===== config.mk =====
export PLATFORM = sky130hd
export DESIGN_NAME = tff_updown_counter
export DESIGN_NICKNAME = d
export VERILOG_FILES = /design/src/rtl/tff_counter_pkg.sv /design/src/rtl/tff_cell.sv /design/src/rtl/tff_updown_counter.sv
export SDC_FILE = /design/constraint.sdc
export NUM_CORES = 1
export LEC_CHECK = 0
export ABC_AREA = 1
export CAP_MARGIN = 5
export CORE_AREA = 5 5 42 44
export CTS_BUF_LIST = sky130_fd_sc_hd__clkbuf_4 sky130_fd_sc_hd__clkbuf_8 sky130_fd_sc_hd__clkbuf_16
export CTS_CLUSTER_DIAMETER = 40
export CTS_CLUSTER_SIZE = 12
export DETAILED_ROUTE_END_ITERATION = 7
export DIE_AREA = 0 0 47 49
export PLACE_DENSITY_LB_ADDON = 0.05
export SLEW_MARGIN = 5
export SYNTH_ARGS = -nofsm -noshare
export SYNTH_HDL_FRONTEND = slang
export SYNTH_SLANG_ARGS = --single-unit

===== constraint.sdc =====
create_clock -name clk -period 3.7 [get_ports clk]
set_input_delay 0.74 -clock clk [delete_from_list [all_inputs] [get_ports clk]]
set_output_delay 0.74 -clock clk [all_outputs]
set_load 0.03 [all_outputs]

===== src/rtl/tff_counter_pkg.sv =====
// rtl/tff_counter_pkg.sv - shared constants and helpers for the T flip-flop up/down counter
package tff_counter_pkg;

  localparam logic DIR_UP = 1'b1;
  localparam logic DIR_DN = 1'b0;

  // Largest count value for a given modulus, as a 16-bit constant
  function automatic logic [15:0] max_val(input int unsigned modulus);
    return 16'(modulus - 1);
  endfunction

endpackage


===== src/rtl/tff_cell.sv =====
// rtl/tff_cell.sv - single T flip-flop bit with async reset and parallel load
module tff_cell #(
  parameter logic RST_BIT = 1'b0
) (
  input  logic clk,
  input  logic rst,
  input  logic t,
  input  logic ld,
  input  logic ld_val,
  output logic q,
  output logic qb
);

  // Bit state: reset to RST_BIT, load overrides toggle, t=1 toggles
  always_ff @(posedge clk or posedge rst) begin
    if (rst) begin
      q <= RST_BIT;
    end else if (ld) begin
      q <= ld_val;
    end else if (t) begin
      q <= ~q;
    end
  end

  assign qb = ~q;

endmodule


===== src/rtl/tff_updown_counter.sv =====
// rtl/tff_updown_counter.sv - modulo-N up/down counter built from a row of T flip-flop cells
module tff_updown_counter
  import tff_counter_pkg::*;
#(
  parameter int WIDTH   = 4,
  parameter int MODULUS = 16,
  parameter int RST_VAL = 0
) (
  input  logic             clk,
  input  logic             rst,
  input  logic             en,
  input  logic             up,
  input  logic             load,
  input  logic [WIDTH-1:0] d,
  input  logic             clr_wrap,
  output logic [WIDTH-1:0] q,
  output logic [WIDTH-1:0] qb,
  output logic             tc,
  output logic             wrap
);

  localparam logic [WIDTH-1:0] MAX     = WIDTH'(max_val(MODULUS));
  localparam logic [WIDTH-1:0] RST_VEC = WIDTH'(RST_VAL);

  logic [WIDTH-1:0] cnt_next;
  logic [WIDTH-1:0] t;
  logic [WIDTH-1:0] ld_val;
  logic             at_max;
  logic             at_zero;
  logic             wrap_evt;

  assign at_max  = (q == MAX);
  assign at_zero = (q == '0);

  // Count-path next value; the T inputs are the bits that must flip to reach it
  always_comb begin
    cnt_next = q;
    if (en) begin
      if (up == DIR_UP) begin
        cnt_next = at_max ? '0 : q + WIDTH'(1);
      end else begin
        cnt_next = at_zero ? MAX : q - WIDTH'(1);
      end
    end
    t = load ? '0 : (q ^ cnt_next);
  end

  // Out-of-range load values saturate to the top of the count range
  assign ld_val = (d > MAX) ? MAX : d;

  // A wrap happens exactly when an enabled, non-load edge leaves the terminal value
  assign wrap_evt = en & ~load & ((up == DIR_UP) ? at_max : at_zero);
  assign tc       = wrap_evt;

  for (genvar i = 0; i < WIDTH; i++) begin : g_cell
    tff_cell #(
      .RST_BIT (RST_VEC[i])
    ) u_cell (
      .clk    (clk),
      .rst    (rst),
      .t      (t[i]),
      .ld     (load),
      .ld_val (ld_val[i]),
      .q      (q[i]),
      .qb     (qb[i])
    );
  end

  // Sticky wrap flag; a wrap on the same edge as clr_wrap keeps the flag set
  always_ff @(posedge clk or posedge rst) begin
    if (rst) begin
      wrap <= 1'b0;
    end else if (wrap_evt) begin
      wrap <= 1'b1;
    end else if (clr_wrap) begin
      wrap <= 1'b0;
    end
  end

endmodule


==> results by group, run 1 <==
Run status
  • Status: finished clean

GRT
  • Pin count of the biggest net entering global routing: 8
  • Vias in the first global route: 375
  • Gr ovfl total: 0
  • Total GRT Usage: 0.0964
  • First-pass GRT wire length: 1660 um
  • Initial antenna violation count: 0

STA
  • F_max: 0.322 GHz
  • Clock skew: 0.464 ps
  • Max-slew headroom: 0.791
  • Final period util: 0.839
  • Worst-margin pin slew: 313 ps
  • Final hold vios: 0
  • Fin Setup TNS: 0 ps
  • Pins Over Slew Limit: 0
  • Unrepaired setup endpoints after global routing: false
  • Post-layout min period: 3110 ps
  • Setup ws final: roughly 590 ps
  • Final setup vio count: 0

Floorplan
  • Initial Utilization: 0.301
  • I/O Pins: 20
  • Placeable core area: about 0.0014 mm2
  • Die Wd: between 40 and 50 um
  • Die height: roughly 49 um
  • Die area: 0.00230 mm2
  • Std-Cell Rows: 14

Critical path
  • CP Launch Point: up
  • Crit start category: primary input
  • Critical path type: primary input to primary output
  • Worst Path Buf+Inv: 3
  • Worst r2r path cells: 5
  • CP Depth: 6
  • Max incr delay on CP: between 600 and 700 ps
  • Worst EP arrival: 2370 ps
  • Critical path capture point type: primary output
  • Most used cell, CP: nor2_1
  • Reg-to-reg startpoint: g_cell[0].u_cell.q$_DFFE_PP0P_
  • CP max FO: 5
  • Worst path slowest cell: clkdlybuf4s50_1
  • CP cell instances: clkdlybuf4s50_1 -> inv_2 -> nor2_1 -> nor2_1 -> nor2_1 -> clkdlybuf4s50_1
  • Delay-heaviest family, CP: buffers and inverters
  • Worst reg2reg endpoint: g_cell[1].u_cell.q$_DFFE_PP0P_
  • Worst path required time: ~3000 ps
  • R2r setup slk: 2340 ps
  • Critical Path End: tc

Clock tree
  • CTS root buffer: clkbuf_4
  • Worst skew pair latency: 230 ps
  • CTS Hold Bufs: 0
  • CTS buffer count: 3
  • Clock slew at reported path FFs: roughly 40 ps
  • TritonCTS clock tree: yes
  • Clk buf depth: 2
  • PostCTS Resize Cnt: 0
  • H-tree level count: 1
  • # Post-CTS Setup Buffers: 0
  • Clock Sinks: 5

Detailed routing
  • Drt pass-1 iters: 2
  • Routed Wire Length: 984 um
  • # DRC: 0
  • Routed Antenna Nets: 0
  • DR WL/cell: approximately 11 um
  • Routed via count: 402
  • 1st-iter DRT viols: 5
  • Via density: 4.37

Synth
  • Synth unique cells: 14
  • Post-Syn Area: 422 um2
  • Yosys reg bits: 5
  • Register area share after synthesis: 0.297
  • Synth top area share: 0.297
  • Synth warnings: 0
  • Post-synthesis instance total: between 60 and 70
  • Top cells by area, synth: dfrtp_1 (30%), buf_4 (14%), nand2_1 (8.0%)
  • Cell taking the most area after synthesis: dfrtp_1
  • Post-Syn Nets: 73
  • Avg Cell Area, Syn: 6.91 um2

Place
  • Pre-CTS WS: 593 ps
  • Placed Cells incl. Taps: 88
  • I/O Buffers: 19
  • Routability Congestion: roughly 0.75
  • Area of placed instances: roughly 570 um2
  • DP HPWL: 853 um

Pwr
  • VDD IR max: between 0.0001 and 0.00015 V
  • Power per cell area: 397 mW/mm2
  • Leakage power: about 0.28 nW

Finish
  • Fin cells: 92
  • Fraction of layout cells with a size suffix above 1: 0.105
  • Area Growth Syn to Fin: 42.7%
  • Ant. Diodes: 0
  • Final net count: 89
  • Fin util: 0.429
  • Final Cell Area: 602 um2

Flow run
  • Max Cap Viol: 0

Min path
  • Worst hold-check path type: flip-flop to flip-flop
[synthesized netlist by cell type]
cell type / n
nand3_2: 2
xnor2_1: 1
a21oi_1: 3
nand3_1: 5
inv_2: 2
o21ai_0: 3
o21ai_1: 4
o22ai_1: 1
nand2_1: 9
ha_1: 2
nor2_1: 9
inv_1: 7
dfrtp_1: 5
buf_4: 8
[tightest hold or removal path: stages (launching register included)]
cell and delay [ps]:
dfrtp_1 360, inv_1 60, o22ai_1 70
[area by class of cell]
class / count / area, um2
inverters: 9 / 33.8
repair buffers: 19 / 190
multi-input cells: 39 / 203
flip-flops and latches: 5 / 125
fillers: 149 / 800
well taps: 16 / 20.0
clock buffers: 4 / 30.0
[layer usage]
| layer | track usage | part of all wire |
|---|---|---|
| met5 | 0 | 0 |
| met1 | 0.137 | 0.47 |
| met3 | 0.0111 | 0.053 |
| met2 | 0.136 | 0.48 |
| met4 | 0.0553 | 0 |
[power breakdown]
| part | leakage (nW) | internal (mW) | switching [mW] | total (mW) |
|---|---|---|---|---|
| clock | 0.0184 | 0.0479 | 0.0189 | 0.0667 |
| combinational | 0.197 | 0.0444 | 0.0569 | 0.101 |
| sequential | 0.0608 | 0.0616 | 0.00950 | 0.0711 |
| total | 0.276 | 0.154 | 0.0852 | 0.239 |
[cell families (layout without fill, tap and decap cells)]
kind of cell	count (synthesis)	in the layout	share of synthesized area
AND/OR/NAND/NOR	25	25	0.267
buffers and inverters	17	32	0.223
AO/OA/AOI/OAI	11	11	0.134
flip-flops	5	5	0.297
adder cells (fa/ha/maj)	2	2	0.0593
XOR/XNOR	1	1	0.0208
[sequential cells by signal, summed over array words and instances (netlist names)]
signal           flops
g_cell.u_cell.q      4
wrap                 1
[how the worst min path moves through the flow]
stage	cells past startpoint	endpoint	start
after CTS	2	wrap$_DFFE_PP0P_	wrap$_DFFE_PP0P_
after detailed placement	2	wrap$_DFFE_PP0P_	wrap$_DFFE_PP0P_
after global routing	2	wrap$_DFFE_PP0P_	wrap$_DFFE_PP0P_
after global placement	2	wrap$_DFFE_PP0P_	wrap$_DFFE_PP0P_
final	2	wrap$_DFFE_PP0P_	wrap$_DFFE_PP0P_
after floorplan	1	g_cell[0].u_cell.q$_DFFE_PP0P_	rst
[metrics by stage]
stage / power [mW] / hold WS [ps]
global route: 0.256 / 579
CTS: 0.244 / 552
global placement: 0.175 / 534
detailed placement: 0.174 / 547
floorplan: 0.146 / 519
finish: 0.239 / 543
[layout by cell type (no fill, tap or decap)]
cell type	netlist	layout
clkdlybuf4s50_1	0	19
a21oi_1	3	3
nand3_1	5	5
xnor2_1	1	1
inv_2	2	2
nand3_2	2	2
inv_1	7	7
o21ai_1	4	4
clkbuf_4	0	4
nor2_1	9	9
ha_1	2	2
o21ai_0	3	3
dfrtp_1	5	5
o22ai_1	1	1
nand2_1	9	9
(Power assumes the default switching activity.)
==> run 2, diff against run 1 <==
Clock period 3.7 ns to 2.6 ns, I/O delays scaled along.
==> run 2 against run 1 <==
Effect of this change:
- global-route usage is 0.40 points higher
- sequential power is 42% higher
- flip-flop and latch count stayed put
- highest routed layer is now met4
==> results by group, run 2 (synthesis results as in run 1) <==
Critical path
  • CP max FO: 5 (unchanged)
  • Max incr delay on CP: 580 ps (-90 ps)
  • Worst EP arrival: 1670 ps (-700 ps)
  • R2r setup slk: 1240 ps (-1100 ps)
  • Reg-to-reg startpoint: g_cell[0].u_cell.q$_DFFE_PP0P_
  • Most used cell, CP: nor2_1
  • Worst reg2reg endpoint: g_cell[1].u_cell.q$_DFFE_PP0P_
  • Critical path capture point type: primary output
  • Worst path required time: 2080 ps (-880 ps)
  • CP cell instances: clkdlybuf4s50_1 -> inv_2 -> nor2_1 -> nor2_1 -> nor2_1 -> buf_4
  • Critical path type: primary input to primary output
  • Worst path slowest cell: clkdlybuf4s50_1
  • Worst r2r path cells: 5 (unchanged)
  • Worst Path Buf+Inv: 3 (unchanged)
  • Delay-heaviest family, CP: buffers and inverters
  • Crit start category: primary input

Clock tree
  • CTS buffer count: 3 (unchanged)
  • Clock Sinks: 5 (unchanged)
  • Worst skew pair latency: 240 ps (about the same)
  • Clock slew at reported path FFs: 40 ps (about the same)
  • CTS root buffer: clkbuf_4
  • H-tree level count: 1 (unchanged)
  • PostCTS Resize Cnt: 0 (unchanged)
  • CTS Hold Bufs: 0 (unchanged)
  • Clk buf depth: 2 (unchanged)
  • # Post-CTS Setup Buffers: 0 (unchanged)
  • TritonCTS clock tree: yes

STA
  • F_max: 0.457 GHz
  • Final period util: 0.841
  • Clock skew: 0.239 ps (-0.225 ps)
  • Final worst hold slack: 470 ps (-73.0 ps)
  • Final hold vios: 0 (unchanged)
  • Post-layout min period: 2190 ps
  • Final setup vio count: 0 (unchanged)
  • Pins Over Slew Limit: 0 (unchanged)
  • Unrepaired setup endpoints after global routing: false
  • Worst-margin pin slew: 308 ps (-4.54 ps)
  • Fin Setup TNS: 0 ps (unchanged)
  • Max-slew headroom: 0.794 (+0.00304)

Finish
  • Biggest regs: g_cell.u_cell.q x4, wrap x1
  • Fraction of layout cells with a size suffix above 1: 0.118 (+0.0132)
  • Commonest non-fill, non-tap cells in the layout: clkdlybuf4s50_1 (18), nor2_1 (9), nand2_1 (9)
  • Ant. Diodes: 0 (unchanged)
  • Final net count: 89 (unchanged)
  • Largest register by flop count: g_cell.u_cell.q
  • Final Cell Area: 599 um2 (-0.42%)
  • FILL cells: 164 (+10%)
  • Commonest non-fill, non-tap cell in the layout: clkdlybuf4s50_1
  • Area Growth Syn to Fin: 42.1%
  • Largest register FFs: 4 (unchanged)
  • Fin cells: 92 (unchanged)

Floorplan
  • Die height: 49 um (unchanged)
  • Std-Cell Rows: 14 (unchanged)
  • Initial Utilization: 0.301 (unchanged)
  • I/O Pins: 20 (unchanged)
  • Die area: 0.00230 mm2 (unchanged)
  • Placeable core area: 0.00140 mm2 (unchanged)
  • Die Wd: 47 um (unchanged)

Pwr
  • Switching fraction of total power: 0.361 (+0.00469)
  • Pwr Total: 343 uW (+43%)
  • Sequential group share of total power: 0.296 (about the same)
  • Psw: 124 uW (+45%)
  • Power per cell area: 572 mW/mm2 (+44%)
  • Combinational share of power: 0.418 (-0.005)
  • Clock Power Share: 0.286 (+0.007)
  • Leakage power: 0.278 nW (+0.74%)
  • Pint: 219 uW (+42%)
  • VDD IR max: 0.000280 V (+88%)

Detailed routing
  • # DRC: 0 (unchanged)
  • Via density: 4.33 (-1.0%)
  • DR WL/cell: 10.5 um (-2.0%)
  • Routed via count: 398 (-1.0%)
  • 1st-iter DRT viols: 5 (unchanged)
  • Routed Antenna Nets: 0 (unchanged)
  • Drt pass-1 iters: 4 (+2)
  • Routed Wire Length: 964 um (-2.0%)

GRT
  • Vias in the first global route: 392 (+4.5%)
  • First-pass GRT wire length: 1650 um (-0.78%)
  • Pin count of the biggest net entering global routing: 8 (unchanged)
  • Gr ovfl total: 0 (unchanged)
  • Initial antenna violation count: 0 (unchanged)
  • Total GRT Usage: 0.100 (+0.00397)

Run status
  • Status: finished clean

Place
  • Routability Congestion: 0.746 (-0.11%)
  • Area of placed instances: 569 um2 (-0.44%)
  • I/O Buffers: 19 (unchanged)
  • Placed Cells incl. Taps: 88 (unchanged)
  • DP HPWL: 806 um (-5.5%)

Flow run
  • Max Cap Viol: 0 (unchanged)

Min path
  • Worst hold-check path type: primary input to async pin
==> run 2: cell types whose count changed in the layout (fill, tap and decap cells not counted) <==
cell and delta:
buf_4 +1, clkdlybuf4s50_1 -1
==> run 2: how the worst max path moves through the flow <==
| stage | end | cells after the start | start |
|---|---|---|---|
| detailed placement | tc | 6 | up |
| finish | tc | 6 | up |
| CTS | tc | 6 | up |
| floorplan | tc | 6 | g_cell[0].u_cell.q$_DFFE_PP0P_ |
| global route | tc | 6 | up |
| global placement | tc | 6 | up |
==> run 2: cell type report <==
type                    count  area [um2]  share of cell area
multi-input cells          39         203               0.338
flip-flops and latches      5         125               0.209
inverters                   9        33.8              0.0564
clock buffers               4        30.0              0.0501
repair buffers             19         188               0.313
well taps                  16        20.0              0.0334
==> run 2: power by group through the flow <==
stage | sequential (mW) | clock [mW] | combinational (mW)
2_1_floorplan | 0.0996 | 0 | 0.109
3_3_place_gp | 0.103 | 0 | 0.146
3_5_place_dp | 0.103 | 0 | 0.145
4_1_cts | 0.102 | 0.105 | 0.145
5_1_grt | 0.104 | 0.107 | 0.156
6_report | 0.101 | 0.0980 | 0.143
==> run 2: metrics by stage <==
step                 util  setup WS [ps]
floorplan               -            740
global placement    0.406            433
finish              0.428            413
global route        0.428            351
detailed placement  0.406            414
CTS                 0.428            407
==> run 2: metal layers <==
| layer | vias up | GRT usage | part of all wire |
|---|---|---|---|
| li1 | 218 | - | - |
| met1 | 163 | 0.131 | 0.46 |
| met2 | 13 | 0.133 | 0.45 |
| met3 | 4 | 0.0111 | 0.058 |
| met4 | 0 | 0.0968 | 0.030 |
| met5 | - | 0 | 0 |
